[src/rtl/laser500_ram_arbiter.sv]
`default_nettype none
// ============================================================================
// laser500_ram_arbiter : shares one 8-bit SDRAM port among video, CPU and download
// Revision 1.0
// ============================================================================
module laser500_ram_arbiter #(
  parameter int ADDR_W     = 25,
  parameter int ACC_CYCLES = 2,
  parameter int STARVE_MAX = 4
) (
  input  logic              F14M,
  input  logic              reset_n,
  input  logic              vid_req,
  input  logic [ADDR_W-1:0] vid_addr,
  output logic              vid_ack,
  output logic [7:0]        vid_data,
  input  logic              cpu_req,
  input  logic              cpu_we,
  input  logic [ADDR_W-1:0] cpu_addr,
  input  logic [7:0]        cpu_din,
  output logic              cpu_ack,
  output logic [7:0]        cpu_dout,
  input  logic              dl_req,
  input  logic [ADDR_W-1:0] dl_addr,
  input  logic [7:0]        dl_data,
  output logic              dl_ack,
  output logic [ADDR_W-1:0] sdram_addr,
  output logic              sdram_rd,
  output logic              sdram_wr,
  output logic [7:0]        sdram_din,
  input  logic [7:0]        sdram_dout,
  output logic              busy
);

  localparam logic [1:0] ST_IDLE   = 2'd0;
  localparam logic [1:0] ST_STROBE = 2'd1;
  localparam logic [1:0] ST_DONE   = 2'd2;

  localparam logic [1:0] SRC_VID = 2'd0;
  localparam logic [1:0] SRC_CPU = 2'd1;
  localparam logic [1:0] SRC_DL  = 2'd2;

  localparam logic [3:0] CNT_LOAD   = 4'(ACC_CYCLES - 1);
  localparam logic [3:0] STARVE_LIM = 4'(STARVE_MAX);

  logic [1:0] state, next_state;
  logic [1:0] owner, winner;
  logic       any_req, cpu_first, cur_we;
  logic [3:0] strobe_cnt, starve_cnt;

  always_ff @(posedge F14M or negedge reset_n) begin
    if (!reset_n) state <= ST_IDLE;
    else          state <= next_state;
  end

  // A starved CPU jumps ahead of download but never ahead of video.
  always_comb begin
    any_req   = vid_req | cpu_req | dl_req;
    cpu_first = cpu_req && (starve_cnt >= STARVE_LIM);
    if (vid_req)                  winner = SRC_VID;
    else if (cpu_first || !dl_req) winner = SRC_CPU;
    else                          winner = SRC_DL;
  end

  always_comb begin
    next_state = state;
    case (state)
      ST_IDLE:   if (any_req) next_state = ST_STROBE;
      ST_STROBE: if (strobe_cnt == 4'd0) next_state = ST_DONE;
      ST_DONE:   next_state = ST_IDLE;
      default:   next_state = ST_IDLE;
    endcase
  end

  always_comb begin
    sdram_rd = (state == ST_STROBE) && !cur_we;
    sdram_wr = (state == ST_STROBE) &&  cur_we;
    vid_ack  = (state == ST_DONE) && (owner == SRC_VID);
    cpu_ack  = (state == ST_DONE) && (owner == SRC_CPU);
    dl_ack   = (state == ST_DONE) && (owner == SRC_DL);
    busy     = (state != ST_IDLE);
  end

  always_ff @(posedge F14M or negedge reset_n) begin
    if (!reset_n) begin
      owner      <= SRC_VID;
      cur_we     <= 1'b0;
      sdram_addr <= '0;
      sdram_din  <= '0;
      strobe_cnt <= '0;
      starve_cnt <= '0;
      vid_data   <= '0;
      cpu_dout   <= '0;
    end else begin
      if (state == ST_IDLE && any_req) begin
        owner      <= winner;
        strobe_cnt <= CNT_LOAD;
        case (winner)
          SRC_VID: begin
            sdram_addr <= vid_addr;
            cur_we     <= 1'b0;
          end
          SRC_CPU: begin
            sdram_addr <= cpu_addr;
            sdram_din  <= cpu_din;
            cur_we     <= cpu_we;
            starve_cnt <= '0;
          end
          default: begin
            sdram_addr <= dl_addr;
            sdram_din  <= dl_data;
            cur_we     <= 1'b1;
            if (cpu_req && starve_cnt != 4'hF) starve_cnt <= starve_cnt + 4'd1;
          end
        endcase
      end
      // Read data lands on the last strobe edge so it is valid alongside the ack.
      if (state == ST_STROBE) begin
        if (strobe_cnt != 4'd0) begin
          strobe_cnt <= strobe_cnt - 4'd1;
        end else if (!cur_we) begin
          if (owner == SRC_VID) vid_data <= sdram_dout;
          if (owner == SRC_CPU) cpu_dout <= sdram_dout;
        end
      end
    end
  end

endmodule
`default_nettype wire

[config.mk]
export PLATFORM = sky130hd
export DESIGN_NAME = laser500_ram_arbiter
export DESIGN_NICKNAME = d
export VERILOG_FILES = /design/src/rtl/laser500_ram_arbiter.sv
export SDC_FILE = /design/constraint.sdc
export NUM_CORES = 1
export LEC_CHECK = 0
export CORE_MARGIN = 2
export CORE_UTILIZATION = 25
export CTS_BUF_LIST = sky130_fd_sc_hd__clkbuf_4 sky130_fd_sc_hd__clkbuf_8
export CTS_CLUSTER_SIZE = 30
export DETAILED_ROUTE_END_ITERATION = 8
export GPL_TIMING_DRIVEN = 0
export SETUP_SLACK_MARGIN = 0.5
export SYNTH_ARGS = -nofsm -noshare
export SYNTH_HDL_FRONTEND = slang
export SYNTH_SLANG_ARGS = --single-unit
[constraint.sdc]
create_clock -name F14M -period 1.89 [get_ports F14M]
set_clock_uncertainty 0.15 [all_clocks]
set_input_delay 0.189 -clock F14M [delete_from_list [all_inputs] [get_ports F14M]]
set_output_delay 0.189 -clock F14M [all_outputs]
set_load 0.05 [all_outputs]
==> impl_metrics.ini, run 1 <==
[status]
outcome = finished, violations left
violations = negative setup slack

[flow_run]
maxCapViolCount = 0

[timing]
setup_viol = 18
relSlewSlack = 0.606
min_period_ns = 2.02
drv_slew = 0
post-route-period-util = 1.07
rsz0062_at_grt = yes
finalSetupTns_ns = -1.86
worst_slack_ns = -0.127
max_clock_freq_mhz = 496
worstMarginPinSlew_ns = 0.590
final-hold-violation-count = 0

[critical_path]
cp_num_buf_inv = 2
crit_slowest_cell = dfrtp_1
required_ns = 1.97
crit_type = reg2reg
cp-start-kind = flip-flop
cp_slowest_stage_delay_ns = 0.40
crit_chain = inv_2 -> ha_4 -> or3b_4 -> nor4b_4 -> buf_6 -> mux2_4
cp_max_fo = 8
cp-end-kind = flip-flop
arrival_ns = 2.10
crit_family = simple AND/OR/NAND/NOR gates

[yosys]
synth-compound-area-share = 0.197
ys_ff_latch = 62
synth_seq_area_share = 0.508
synthCells = 324
synth_mux_area_frac = 0.0590
ys_types = 32
synth-simple-area-share = 0.182
synth_area_um2 = 3050
synthXorXnorAreaFrac = 0
synth_fa_ha_area_frac = 0.00820
synth_top_family_by_area = compound AO/OA/AOI/OAI gates
yosysWarnings = 0
syn_avg_cell_area_um2 = 9.42
synth_nets = 431

[placed_design]
finalWeightedCongestion = 0.779
dp_slack_ns = -0.395
place_hpwl_um = 7400
portBuffers = 158

[clocking]
clock_path_buffers = 2
h-tree-depth = 3
worst_setup_hold_path_clk_slew_ns = 0.08
cts_buffers = 9
insertion_delay_ns = 0.34
clock-root-buffer = clkbuf_8
tritoncts = done
cts.sinks = 62

[power_and_ir_drop]
powerDensity_nw_per_um2 = 1820
peakVddDrop_uv = 623
p_leak_nw = 2.48

[layout]
final_nets = 636
diodes = 0
area_growth_pct = 91.2
drive_gt1_frac = 0.414
n_fill_cell = 1111

[floorplanning]
core_um2 = 12000
pin_count = 160
die_h_um = 114
design.die.area_um2 = 13100
rows = 40
fp.dieW_um = 114
initial_utilization = 0.255

[grt]
grt_remaining_overflow = 0
grt_pass1_wl_um = 17600
antenna_found_initial = 0
grt_max_degree = 63
grt_use_total = 0.172
grt_pass1_vias = 3496

[route]
routedWlPerCell_um = 16.2
wirelength_um = 11000
drc = 0
vias = 3236
first_pass_iters = 4
via_per_inst = 4.75
drt_iter0_markers = 120
ant_nets = 0

[min_path]
hold_path.class = in2async
-- stage by stage --
| step | cell area [um2] | hold WS (ns) | cells | utilization | power (W) |
|---|---|---|---|---|---|
| 6_report | 5840 | 0.256 | 681 | 0.488 | 0.0106 |
| 3_3_place_gp | 4980 | 0.318 | 629 | 0.417 | 0.00783 |
| 3_5_place_dp | 4980 | 0.191 | 629 | 0.417 | 0.00790 |
| 4_1_cts | 5590 | 0.245 | 674 | 0.468 | 0.0102 |
| 2_1_floorplan | 3220 | -0.257 | 324 | - | 0.00604 |
| 5_1_grt | 5840 | 0.267 | 681 | 0.488 | 0.0112 |
-- power by group --
| group | switching, W | internal [W] | total, W | leakage [nW] |
|---|---|---|---|---|
| logic | 0.00398 | 0.00282 | 0.00679 | 1.63 |
| registers | 0.000512 | 0.00199 | 0.00250 | 0.746 |
| clock network | 0.000575 | 0.000746 | 0.00132 | 0.106 |
-- sequential cells by signal, indices dropped and copies added (netlist names), 2 cells and up --
name	cells
cpu_dout	8
owner	2
sdram_addr	25
sdram_din	8
starve_cnt	4
state	2
strobe_cnt	4
vid_data	8
-- worst reg2reg max path: stages (launching register included) --
cell     delay (ns)
dfrtp_1        0.40
inv_2          0.09
ha_4           0.13
or3b_4         0.40
nor4b_4        0.23
buf_6          0.20
mux2_4         0.31
-- path summary, 6_finish.rpt --
check / startpoint / to / slack [ns] / depth (start not counted)
worst min-delay path: reset_n / sdram_addr[15]$_DFFE_PN0P_ / 0.26 / 2
min in group F14M: dl_data[3] / sdram_din[3]$_DFFE_PN0P_ / 0.26 / 3
worst min register to register: sdram_addr[12]$_DFFE_PN0P_ / sdram_addr[12]$_DFFE_PN0P_ / 0.35 / 2
max in group asynchronous: reset_n / state[0]$_DFFE_PN0P_ / 0.89 / 2
worst max-delay path: strobe_cnt[1]$_DFF_PN0_ / vid_data[4]$_DFFE_PN0P_ / -0.13 / 6
worst max register to register: strobe_cnt[1]$_DFF_PN0_ / vid_data[4]$_DFFE_PN0P_ / -0.13 / 6
-- cell families (layout without fill, tap and decap cells) --
| group | after synthesis | count (layout) |
|---|---|---|
| DFF | 62 | 62 |
| AOI/OAI and AO/OA | 101 | 101 |
| and+or+nand+nor | 111 | 111 |
| buffers and inverters | 32 | 242 |
| muxes | 16 | 16 |
| adders and majority gates | 2 | 2 |
-- area by class of cell --
cell class / instances / area, um2 / share of cell area
plain buffers: 22 / 216 / 0.0371
inverters: 10 / 37.5 / 0.00643
well taps: 147 / 184 / 0.0315
flip-flops and latches: 62 / 1560 / 0.267
clock buffers: 9 / 124 / 0.0212
multi-input cells: 230 / 1820 / 0.311
repair buffers: 194 / 1800 / 0.309
clock inverters: 7 / 97.6 / 0.0167
-- layout by cell type (no fill, tap or decap), types with 3 or more instances in the layout --
master / Yosys / routed
clkdlybuf4s50_1: 0 / 102
dfrtp_1: 62 / 58
buf_2: 8 / 43
o21ai_1: 0 / 25
nand2_1: 48 / 21
nand2_2: 0 / 21
buf_6: 1 / 20
o21ai_0: 52 / 18
nor2b_1: 19 / 18
a211oi_1: 18 / 16
buf_4: 0 / 15
clkbuf_8: 0 / 12
mux2_4: 0 / 10
nor2_4: 0 / 9
o21ai_2: 0 / 9
buf_8: 0 / 9
inv_1: 10 / 8
a21oi_1: 11 / 7
nor2_1: 16 / 6
a31oi_1: 9 / 6
nand2_4: 0 / 6
mux2_2: 16 / 6
nor3_1: 8 / 6
o221ai_1: 6 / 6
clkbuf_4: 0 / 6
clkbuf_1: 13 / 5
clkbuf_2: 0 / 5
nand3_2: 1 / 4
buf_16: 0 / 4
dfrtp_2: 0 / 4
buf_12: 0 / 3
a21oi_2: 0 / 3
a31oi_4: 0 / 3
-- synthesized netlist by cell type (all sizes together) --
cell | n | area share
nor2 | 16 | 0.020
a31oi | 9 | 0.018
or3b | 1 | 0.0037
dfrtp | 62 | 0.51
o2bb2ai | 1 | 0.0029
nor4b | 2 | 0.011
or4 | 1 | 0.0025
and3 | 1 | 0.0021
o21ai | 52 | 0.085
mux2 | 16 | 0.059
nor4bb | 2 | 0.0066
a211o | 1 | 0.0029
nand2 | 48 | 0.059
nor2b | 19 | 0.039
a211oi | 18 | 0.044
clkbuf | 13 | 0.016
o21bai | 1 | 0.0025
and2 | 2 | 0.0041
o221ai | 6 | 0.017
nor3 | 8 | 0.013
nand2b | 3 | 0.0062
ha | 2 | 0.0082
nand3 | 6 | 0.011
a21oi | 11 | 0.018
buf | 9 | 0.017
a22o | 1 | 0.0029
or2 | 2 | 0.0041
inv | 10 | 0.012
a41oi | 1 | 0.0029
-- timing repair --
action	CTS	global route
resized for setup	386	53
setup endpoints to repair	117	73
gates cloned	7	0
buffers inserted	21	7
pin swaps	45	17
endpoints found under the hold margin	62	0
hold buffers	1	0
-- metal layers --
layer / up-vias / wire (um) / track usage
met5: - / 0 / 0
met4: 0 / 110 / 0.0496
met3: 7 / 533 / 0.0392
met2: 80 / 5600 / 0.303
met1: 1588 / 4760 / 0.210
li1: 1561 / - / -
(Power assumes the default switching activity.)
==> run 2: changes to the inputs <==
- ABC_AREA: unset -> 1
==> run 2 against run 1 <==
Effect of this change:
- the flow now finishes without violations
- worst setup slack improved by 0.42 ns
- first-iteration DRC count is 15% higher
- core utilization shrank 0.085 points
- clock power rose by 11%
==> impl_metrics.ini, run 2 <==
[status]
outcome = complete, no violations

[route]
routedWlPerCell_um = 14.8
drt_iter0_markers = 138
vias = 3657
first_pass_iters = 4
ant_nets = 0
drc = 0
wirelength_um = 12100
via_per_inst = 4.46

[grt]
grt_pass1_wl_um = 19900
antenna_found_initial = 0
grt_max_degree = 63
grt_remaining_overflow = 0
grt_pass1_vias = 3931
grt_use_total = 0.176

[yosys]
synth_seq_area_share = 0.471
ys.flop_type = dfrtp_1
synth-simple-area-share = 0.332
synth_area_um2 = 3290
yosysWarnings = 0
synth_top_family_by_area = simple AND/OR/NAND/NOR gates
synth_mux_area_frac = 0
ys_types = 26
synth-edff-count = 0
async_reset_ff_frac = 1.00
synth_nets = 541
yosys.area.top_type = dfrtp_1
synth_common_cells = nand2_1 (147), dfrtp_1 (62), o21ai_1 (38), inv_1 (35), or2_2 (24)
synth_fa_ha_area_frac = 0.00760
synthCells = 434
ys_ff_latch = 62
synthXorXnorAreaFrac = 0.00532
synth-compound-area-share = 0.104
syn_avg_cell_area_um2 = 7.59
ys_top_cells_by_area = dfrtp_1 (47%), nand2_1 (17%), o21ai_1 (5.8%)
synth_top_area_share = 0.471
synth_most_common_cell = nand2_1

[critical_path]
cp-start-kind = flip-flop
cp-end-kind = output port
timing.rr.end = vid_data[0]$_DFFE_PN0P_
reg2reg_depth = 8
crit_type = reg2out
required_ns = 1.55
cp_max_fo = 3
r2r_slack_ns = 0.31
regToRegStartpoint = strobe_cnt[0]$_DFF_PN0_
arrival_ns = 1.26

[layout]
layout_common_cells = nand2_1 (112), clkdlybuf4s50_1 (100), dfrtp_1 (59)
design_area_um2 = 6200
final_nets = 750
largest_register_ffs = 25
diodes = 0
drive_gt1_frac = 0.423
area_growth_pct = 88.1
final_common_cell = nand2_1
regMostFlops = sdram_addr

[timing]
finalSetupTns_ns = 0
max_clock_freq_mhz = 625
relSlewSlack = 0.600
post-route-period-util = 0.847
drv_slew = 0
worst_slack_ns = 0.289
setup_viol = 0
final-hold-violation-count = 0
rsz0062_at_grt = yes
min_period_ns = 1.60
worstMarginPinSlew_ns = 0.600

[min_path]
min_delay_path_depth = 5
hold_path_startpoint = dl_req
worstHoldEndpoint = sdram_addr[21]$_DFFE_PN0P_
hold_path.class = in2reg

[floorplanning]
fp.dieW_um = 119
initial_utilization = 0.259
pin_count = 160
design.die.area_um2 = 14100
rows = 41
die_h_um = 119
core_um2 = 12700

[clocking]
cts_buffers = 9
worst_setup_hold_path_clk_slew_ns = 0.08
tritoncts = done
clock_path_buffers = 2
h-tree-depth = 3
insertion_delay_ns = 0.34
clock-root-buffer = clkbuf_8
cts.sinks = 62

[placed_design]
place_area_um2 = 5140
portBuffers = 158
place_hpwl_um = 8150
dp_slack_ns = -0.200
finalWeightedCongestion = 0.821

[flow_run]
maxCapViolCount = 0

[power_and_ir_drop]
p_total_w = 0.0103
peakVddDrop_uv = 695
p_leak_nw = 2.89
powerDensity_nw_per_um2 = 1660
==> run 2: cell count changes in the layout (fill, tap and decap cells not counted), moves of 10 or more <==
cell / previous run / this run
mux2_4: 10 / 0
a211oi_1: 16 / 0
inv_1: 8 / 24
nor2b_1: 18 / 0
nand2_1: 21 / 112
or2_2: 0 / 20
buf_2: 43 / 53
nand3_2: 4 / 14
==> run 2: cell type report <==
| cell class | instances | area, um2 |
|---|---|---|
| buffer | 21 | 244 |
| clock buffer | 10 | 138 |
| clock inverter | 6 | 109 |
| fill | 1264 | 6530 |
| inverter | 37 | 166 |
| multi-input combinational | 314 | 1990 |
| sequential | 62 | 1560 |
| tap | 172 | 215 |
| timing repair buffer | 197 | 1770 |
| timing repair inverter | 1 | 7.51 |
==> run 2: cells by family after synthesis <==
group | Yosys count
adder cells (fa/ha/maj) | 2
flip-flops | 62
XOR/XNOR | 2
AO/OA/AOI/OAI | 66
AND/OR/NAND/NOR | 244
buffers and inverters | 58
==> run 2: how the worst max path moves through the flow <==
stage / from / endpoint / slack, ns
after floorplan: strobe_cnt[0]$_DFF_PN0_ / cpu_dout[6]$_DFFE_PN0P_ / 0.35
after global placement: reset_n / cpu_dout[3]$_DFFE_PN0P_ / -1.63
after detailed placement: vid_req / sdram_addr[4]$_DFFE_PN0P_ / -0.20
after CTS: state[0]$_DFFE_PN0P_ / vid_ack / 0.25
after global routing: owner[1]$_DFFE_PN0P_ / vid_ack / 0.24
final: owner[1]$_DFFE_PN0P_ / vid_ack / 0.29
==> run 2: critical path, stage by stage (launching register included) <==
cell     delay, ns
dfrtp_1       0.41
buf_4         0.17
nor3_4        0.17
buf_6         0.18
==> run 2: metrics by stage <==
step | utilization | hold WS (ns) | cells
3_5_place_dp | 0.404 | 0.193 | 764
2_1_floorplan | - | -0.257 | 434
4_1_cts | 0.459 | 0.128 | 810
3_3_place_gp | 0.404 | 0.310 | 764
5_1_grt | 0.487 | 0.170 | 820
6_report | 0.487 | 0.147 | 820
==> run 2: repair_timing <==
item | 4_1_cts | 5_1_grt
setup buffers | 19 | 9
setup endpoints to repair | 115 | 69
hold buffers | 1 | 0
cloned | 10 | 1
pin swaps | 30 | 38
endpoints found under the hold margin | 62 | 0
gates resized for setup | 408 | 81
==> run 2: routing by layer <==
layer	global-route usage	wire (um)	up-vias
met5	0	0	-
met4	0.0692	184	0
met3	0.0309	502	12
met2	0.305	6160	90
met1	0.217	5270	1749
li1	-	-	1806
==> run 2: report_power, final <==
part           switching, W  internal [W]  leakage, nW  total (W)
Sequential         0.000422       0.00198        0.745    0.00240
Combinational       0.00413       0.00229         2.01    0.00641
Clock              0.000563      0.000910        0.126    0.00147
Total               0.00511       0.00517         2.89     0.0103
